**src/rtl/ah_sample_packer.sv**
```systemverilog
// Packs narrow strobed samples into DATA_WIDTH words for the PL2DDR DMA feed.
// Supports a per-session word budget, explicit flush of partial words and readback counters.
module ah_sample_packer #(
    parameter int unsigned DATA_WIDTH   = 32,
    parameter int unsigned SAMPLE_WIDTH = 8,
    parameter bit          LSB_FIRST    = 1'b1
) (
    input  logic                                         clk_data,
    input  logic                                         aresetn,
    input  logic                                         enable,
    input  logic                                         flush,
    input  logic [31:0]                                  number_words,
    input  logic [SAMPLE_WIDTH-1:0]                      sample_in,
    input  logic                                         sample_en,
    output logic [DATA_WIDTH-1:0]                        data_out,
    output logic                                         data_en,
    output logic [$clog2(DATA_WIDTH/SAMPLE_WIDTH):0]     fill_level,
    output logic [31:0]                                  words_packed,
    output logic [31:0]                                  samples_dropped,
    output logic                                         busy,
    output logic                                         done
);

    localparam int unsigned N  = DATA_WIDTH / SAMPLE_WIDTH;
    localparam int unsigned FW = $clog2(N) + 1;

    typedef enum logic [1:0] {
        ST_IDLE = 2'd0,
        ST_PACK = 2'd1,
        ST_DONE = 2'd2
    } state_t;

    state_t                  state_q, state_d;
    logic [FW-1:0]           fill_q, fill_d;
    logic [DATA_WIDTH-1:0]   word_q, word_d;
    logic [DATA_WIDTH-1:0]   data_out_q, data_out_d;
    logic                    data_en_q, data_en_d;
    logic [31:0]             words_q, words_d;
    logic [31:0]             dropped_q, dropped_d;
    logic [31:0]             budget_q, budget_d;

    logic [FW-1:0]           slot;
    logic [FW-1:0]           acc_fill;
    logic [DATA_WIDTH-1:0]   acc_word;

    // Partial word and fill count as they would stand after absorbing this cycle's sample.
    always_comb begin
        slot     = LSB_FIRST ? fill_q : (FW'(N - 1) - fill_q);
        acc_word = word_q;
        acc_fill = fill_q;
        if (sample_en) begin
            for (int unsigned i = 0; i < N; i++) begin
                if (FW'(i) == slot) begin
                    acc_word[i*SAMPLE_WIDTH +: SAMPLE_WIDTH] = sample_in;
                end
            end
            acc_fill = fill_q + FW'(1);
        end
    end

    // Next-state and output computation.
    always_comb begin
        state_d    = state_q;
        fill_d     = fill_q;
        word_d     = word_q;
        data_out_d = data_out_q;
        data_en_d  = 1'b0;
        words_d    = words_q;
        dropped_d  = dropped_q;
        budget_d   = budget_q;

        case (state_q)
            ST_IDLE: begin
                if (enable) begin
                    state_d   = ST_PACK;
                    fill_d    = '0;
                    word_d    = '0;
                    words_d   = '0;
                    dropped_d = '0;
                    budget_d  = number_words;
                end
            end
            ST_PACK: begin
                if (!enable) begin
                    state_d = ST_IDLE;
                    fill_d  = '0;
                    word_d  = '0;
                end else if ((acc_fill == FW'(N)) || (flush && (acc_fill != '0))) begin
                    // Buffer is cleared after every emission, so unused slots are already zero.
                    data_out_d = acc_word;
                    data_en_d  = 1'b1;
                    fill_d     = '0;
                    word_d     = '0;
                    words_d    = words_q + 32'd1;
                    if ((budget_q != '0) && (words_d == budget_q)) begin
                        state_d = ST_DONE;
                    end
                end else begin
                    fill_d = acc_fill;
                    word_d = acc_word;
                end
            end
            ST_DONE: begin
                if (sample_en && (dropped_q != '1)) begin
                    dropped_d = dropped_q + 32'd1;
                end
                if (!enable) begin
                    state_d = ST_IDLE;
                end
            end
            default: begin
                state_d = ST_IDLE;
            end
        endcase
    end

    always_ff @(posedge clk_data) begin
        if (!aresetn) begin
            state_q    <= ST_IDLE;
            fill_q     <= '0;
            word_q     <= '0;
            data_out_q <= '0;
            data_en_q  <= 1'b0;
            words_q    <= '0;
            dropped_q  <= '0;
            budget_q   <= '0;
        end else begin
            state_q    <= state_d;
            fill_q     <= fill_d;
            word_q     <= word_d;
            data_out_q <= data_out_d;
            data_en_q  <= data_en_d;
            words_q    <= words_d;
            dropped_q  <= dropped_d;
            budget_q   <= budget_d;
        end
    end

    assign data_out        = data_out_q;
    assign data_en         = data_en_q;
    assign fill_level      = fill_q;
    assign words_packed    = words_q;
    assign samples_dropped = dropped_q;
    assign busy            = (state_q == ST_PACK);
    assign done            = (state_q == ST_DONE);

endmodule

```
**config.mk**
```make
export PLATFORM = sky130hd
export DESIGN_NAME = ah_sample_packer
export DESIGN_NICKNAME = d
export VERILOG_FILES = /design/src/rtl/ah_sample_packer.sv
export SDC_FILE = /design/constraint.sdc
export NUM_CORES = 1
export LEC_CHECK = 0
export ABC_CLOCK_PERIOD_IN_PS = 2600
export BUFFER_PORTS_ARGS = -buffer_cell sky130_fd_sc_hd__buf_2
export CAP_MARGIN = 30
export CORE_MARGIN = 3
export CORE_UTILIZATION = 51
export DETAILED_ROUTE_END_ITERATION = 6
export PLACE_DENSITY = 0.77
export SETUP_SLACK_MARGIN = 0.3
export SLEW_MARGIN = 30
export SYNTH_ARGS = -nofsm -noshare
export SYNTH_HDL_FRONTEND = slang
export SYNTH_SLANG_ARGS = --single-unit
```
**constraint.sdc**
```tcl
create_clock -name clk_data -period 2.6 [get_ports clk_data]
set_input_delay 0.39 -clock clk_data [delete_from_list [all_inputs] [get_ports clk_data]]
set_output_delay 0.39 -clock clk_data [all_outputs]
set_load 0.02 [all_outputs]
```
# Word level (Yosys, flattened, before mapping)
# Cells that the tools add are included.
# totals
reg_bits	166
in_bits	45
output_inout_bits	102
elab_cells	69
# classes
addsub	3
eq_ne	15
mux	26
reduce_logical	17
# ops
op	n
two-way mux 32 bit	7
case mux 32 bit (2 select lines)	3
adder 32 x 1 -> 32 bit (second input constant)	2
== test 32 bit	1
two-way mux 8 bit	4
!= test 32 bit (second input constant)	1
nonzero test 32 bit	1
two-way mux 3 bit	4
two-way mux 2 bit	5
AND reduction 3 bit	3
AND reduction 4 bit	2
== test 2 x 3 -> 1 bit (first input constant)	2
!= test 2 bit (second input constant)	3
!= test 3 x 2 -> 1 bit (second input constant)	2
case mux 2 bit (3 select lines)	1
case mux 3 bit (2 select lines)	1
!= test 2 x 1 -> 1 bit (second input constant)	2
AND reduction 2 bit	2
nonzero test 2 bit	2
adder 3 x 1 -> 3 bit (second input constant)	1
== test 1 x 3 -> 1 bit (first input constant)	1
== test 3 bit (second input constant)	1
logical AND 1 bit	3
logical NOT 3 bit	1
other kinds (6)	6

# Logic depth before layout (Yosys ltp)
# depth
word_depth	8
mapped_depth	11

# Least setup slack after synthesis
# Ideal clock, no wire load.
# synth_timing
kind	register to register
from	reg words_q[0], in the netlist words_packed[0]
to	reg state_q[1]
setup_time_ns	0.059
t_arrival_ns	2.941
t_required_ns	2.541
setup_slack_ns	-0.400
stages_incl_launch_ff	11
synth_period_minus_slack_ns	3.000
cell_sequence	dfxtp_1 > ha_1 > nand4_1 > or3_1 > buf_2 > or4_4 > xnor2_1 > nor4_1 > nand4_1 > nor4b_2 > o21ba_1
# synth_between
elab_chain_cells	5
# synth_lines
element	line_no	rtl
start, declared	38	logic [31:0] words_q, words_d;
start signal, assigned	133	words_q <= words_d;
adder 32 x 1 -> 32 bit	94	words_d = words_q + 32'd1;
== test 32 bit	95	if ((budget_q != '0) && (words_d == budget_q)) begin
logical AND 1 bit	95	
!= test 3 x 2 -> 1 bit (no source line)	n/a	
AND reduction 4 bit (no source line)	n/a	
end signal, assigned	128	state_q <= state_d;
end, declared	33	state_t state_q, state_d;
# No other way between the ends.
# A chain may end at the register's enable or synchronous reset.

# Final worst setup path
# layout_timing
from	reg words_q[1], in the netlist words_packed[1]
to	reg state_q[1]
# The elaborated chain is that of the path after synthesis.

==> impl_metrics.csv <==
group,metric,value,unit
run_status,status,"complete, but fails checks",
run_status,failed_checks,"negative setup slack",
die,start_util,52.70,%
synthesis,synthesis.nets,1103,
synthesis,ys_types,68,
clocking,cts_tree,"done",
synthesis,ys.flop_type,"dfxtp_1",
sta,rsz0062_at_grt,"true",
synthesis,avgSynthCellArea,7.736,sq um
synthesis,async_reset_ff_share,0,%
worst_setup_path,path_cells,"ha_4, nand4_1, or3_4, or4_4, xnor2_1, nor4_2, nand4_1, nor4b_2, o21ba_1",
finish,nets,1283,
global_routing,grt_usage,25.98,%
sta,fmax,384.0,MHz
route,wirelength,24480,microns
place,place_congestion,0.9478,
global_routing,grt_pass1_vias,7343,
place,pre_cts_ws,35.86,ps
route,via_per_inst,5.836,
sta,slew_viol_final,0,
die,chipHeight,132.3,microns
worst_setup_path,crit_buf_inv,0,
worst_hold_path,hp-class,"primary input to register",
synthesis,synth_top_cell_area_share,40.87,%
global_routing,grt_overflow,0,
clocking,cts.clk_slew.worst_paths,70,ps
synthesis,seq_area_frac_synth,40.87,%
sta,post-route-min-period,2604,ps
clocking,cts_num_sinks,166,
clocking,root_buffer,"clkbuf_16",
synthesis,ys_seq_elements,166,
power,power.density,541.9,nW/um^2
worst_setup_path,rr_startpoint,"words_packed[1]",
clocking,htree_levels,4,
finish,regArea,3367,sq um
finish,final_area,10390,sq um
synthesis,syn-cell-area,8130,sq um
route,post_drt_wl_per_cell,16.83,microns
global_routing,grt_max_degree,131,
sta,setup_viol,1,
clocking,clock_latency,440,ps
die,row_count,45,
sta,fin_ws,-4.065,ps
synthesis,synth_area_leaders,"dfxtp_1 41%, nand2_1 8.7%, nor2_1 6.4%, a21oi_1 5.3%, xnor2_1 4.3%",
worst_setup_path,end_kind,"register",
worst_setup_path,arrival,2990,ps
die,pin_count,147,
route,dr.pass1.iters,5,
sta,tightest_slew,571.0,ps
finish,drive_above_1_share,27.17,%
worst_setup_path,worst_path_max_delay_cell,"or4_4",
clocking,cts.path.max_buffers,2,
power,ir_worst_vdd,0.5018,mV
route,postRouteAntennaNets,0,
worst_setup_path,path_class,"register to register",
synthesis,yosys_warnings,0,
clocking,cts_made_buffers,17,
global_routing,antenna_found_initial,0,
worst_setup_path,critPathLaunch,"words_packed[1]",
job,drv_cap,0,
finish,area_delta_synth_final,27.79,%
worst_setup_path,crit_required,2980,ps
finish,stdcell_count,1455,
power,power.leakage,4.015,nW
route,drc,0,
worst_setup_path,startpoint_type,"register",
place,port_buffers,146,
worst_setup_path,path_max_fanout,4,
sta,hold_violations,0,
synthesis,synth_area_leader_cell,"dfxtp_1",
finish,multi_input_area,4637,sq um
route,drt_iter0_markers,910,
synthesis,synth_edf_count,0,
worst_setup_path,crit_family,"simple AND/OR/NAND/NOR gates",
sta,period_share,100.2,%
worst_setup_path,max_stage_delay,570,ps
sta,fin_skew,13.68,ps
die,die_area,17490,sq um
die,core_area,15430,sq um
place,dpl.cell_count,1407,
sta,relSlewSlack,61.93,%
finish,insertedDiodeCount,0,
sta,whs,186.0,ps
place,place_hpwl,16130,microns
route,vias,8491,
worst_setup_path,path_common_cell,"nand4_1",
die,fp.dieW,132.3,microns
place,dpl_cell_area,9433,sq um
global_routing,grt_pass1_wl,37550,microns
finish,fillerInstances,1332,
synthesis,syn_inst,1051,
worst_hold_path,hold_start,"number_words[10]",
[Yosys cell counts (all sizes together), types with 2 or more instances]
library cell and n:
a21oi 86, nand3b 5, ha 7, a22oi 32, and4 5, a311oi 33
or2 2, a211oi 3, o211a 2, or4 6, clkinv 4, nor2b 2
inv 18, xor2 27, or3 16, dfxtp 166, nand2 188, nor3 35
o31ai 4, nor4 20, nand3 31, o311ai 2, o21ai 39, nor3b 3
o211ai 2, buf 27, clkbuf 42, nand2b 3, and3b 2, nor4b 2
xnor2 41, and3 5, nor2 140, o21a 2, a31oi 2, nand4 27
and2 2, nand4b 2
[worst register-to-register path: stages, from the launching register on]
cell and delay, ps:
dfxtp_4 360, ha_4 130, nand4_1 120, or3_4 390
or4_4 570, xnor2_1 160, nor4_2 210, nand4_1 190
nor4b_2 280, o21ba_1 130
[timing repair]
item | CTS | global route
setup endpoints to repair | 37 | 119
setup buffers | 0 | 11
pin swaps | 1 | 10
gates resized for setup | 9 | 54
cloned | 0 | 5
hold buffers | 0 | 0
[area by class of cell]
cell class | count | area share, %
sequential | 166 | 32.41
inverter | 22 | 0.8068
clock inverter | 14 | 1.517
multi-input combinational | 796 | 44.63
tap | 211 | 2.541
timing repair buffer | 228 | 13.87
clock buffer | 18 | 4.227
[per-stage QoR]
step / total power, W / util [%] / TNS, ps
after global placement: 0.003085 / 61.14 / 0
after global routing: 0.005813 / 67.35 / -78.46
after detailed placement: 0.003088 / 61.14 / 0
final: 0.005630 / 67.35 / -4.065
after floorplan: 0.002934 / - / -51.50
after CTS: 0.005616 / 65.24 / 0
[registers in the layout, summed over array words and instances (netlist names)]
signal / count
budget_q: 32
state_q: 2
data_en: 1
words_packed: 32
data_out: 32
samples_dropped: 32
word_q: 32
fill_level: 3
[report_power, final]
part           total [W]  leakage, nW  switching [W]  internal [W]
sequential       0.00262         1.36      0.0000423       0.00258
clock            0.00257        0.292        0.00117       0.00140
combinational   0.000443         2.36       0.000286      0.000157
total            0.00563         4.01        0.00150       0.00413
[final timing paths]
| check | endpoint | cells after the start | slack (ps) |
|---|---|---|---|
| setup / recovery | state_q[1] | 9 | -4 |
| hold / removal | budget_q[10] | 3 | 190 |
| setup reg to reg | state_q[1] | 9 | -4 |
| hold reg to reg | data_out[12] | 2 | 470 |
[cell families (layout without fill, tap and decap cells)]
| kind of cell | count (synthesis) | in the layout | synth area share, % |
|---|---|---|---|
| flip-flops | 166 | 166 | 40.87 |
| AO/OA/AOI/OAI | 218 | 220 | 17.08 |
| XOR/XNOR | 68 | 68 | 7.418 |
| buffers and inverters | 91 | 282 | 4.617 |
| multiplexers | 1 | 1 | 0.1385 |
| adder cells (fa/ha/maj) | 8 | 8 | 1.200 |
| AND/OR/NAND/NOR | 499 | 499 | 28.67 |
[routing by layer]
metal / global-route usage [%] / wire length [microns] / part of all wire (%)
met5: 0 / 0 / 0
met4: 8.603 / 661 / 2.7
met3: 6.908 / 2110 / 8.6
met2: 40.25 / 11140 / 45
met1: 35.37 / 10580 / 43
[cells in the final DEF, fill, tap and decap left out, types with 14 or more instances in the layout]
| cell type | n |
|---|---|
| or3_1 | 14 |
| a22oi_1 | 32 |
| nor4_1 | 16 |
| nor2_1 | 135 |
| a21oi_1 | 83 |
| nor3_1 | 31 |
| o21ai_0 | 31 |
| buf_2 | 146 |
| clkbuf_16 | 19 |
| inv_1 | 17 |
| a311oi_1 | 33 |
| nand2_1 | 183 |
| nand3_1 | 31 |
| buf_4 | 71 |
| dfxtp_1 | 141 |
| dfxtp_2 | 20 |
| xnor2_1 | 40 |
| nand4_1 | 24 |
| xor2_1 | 27 |
(Power assumes the default switching activity.)
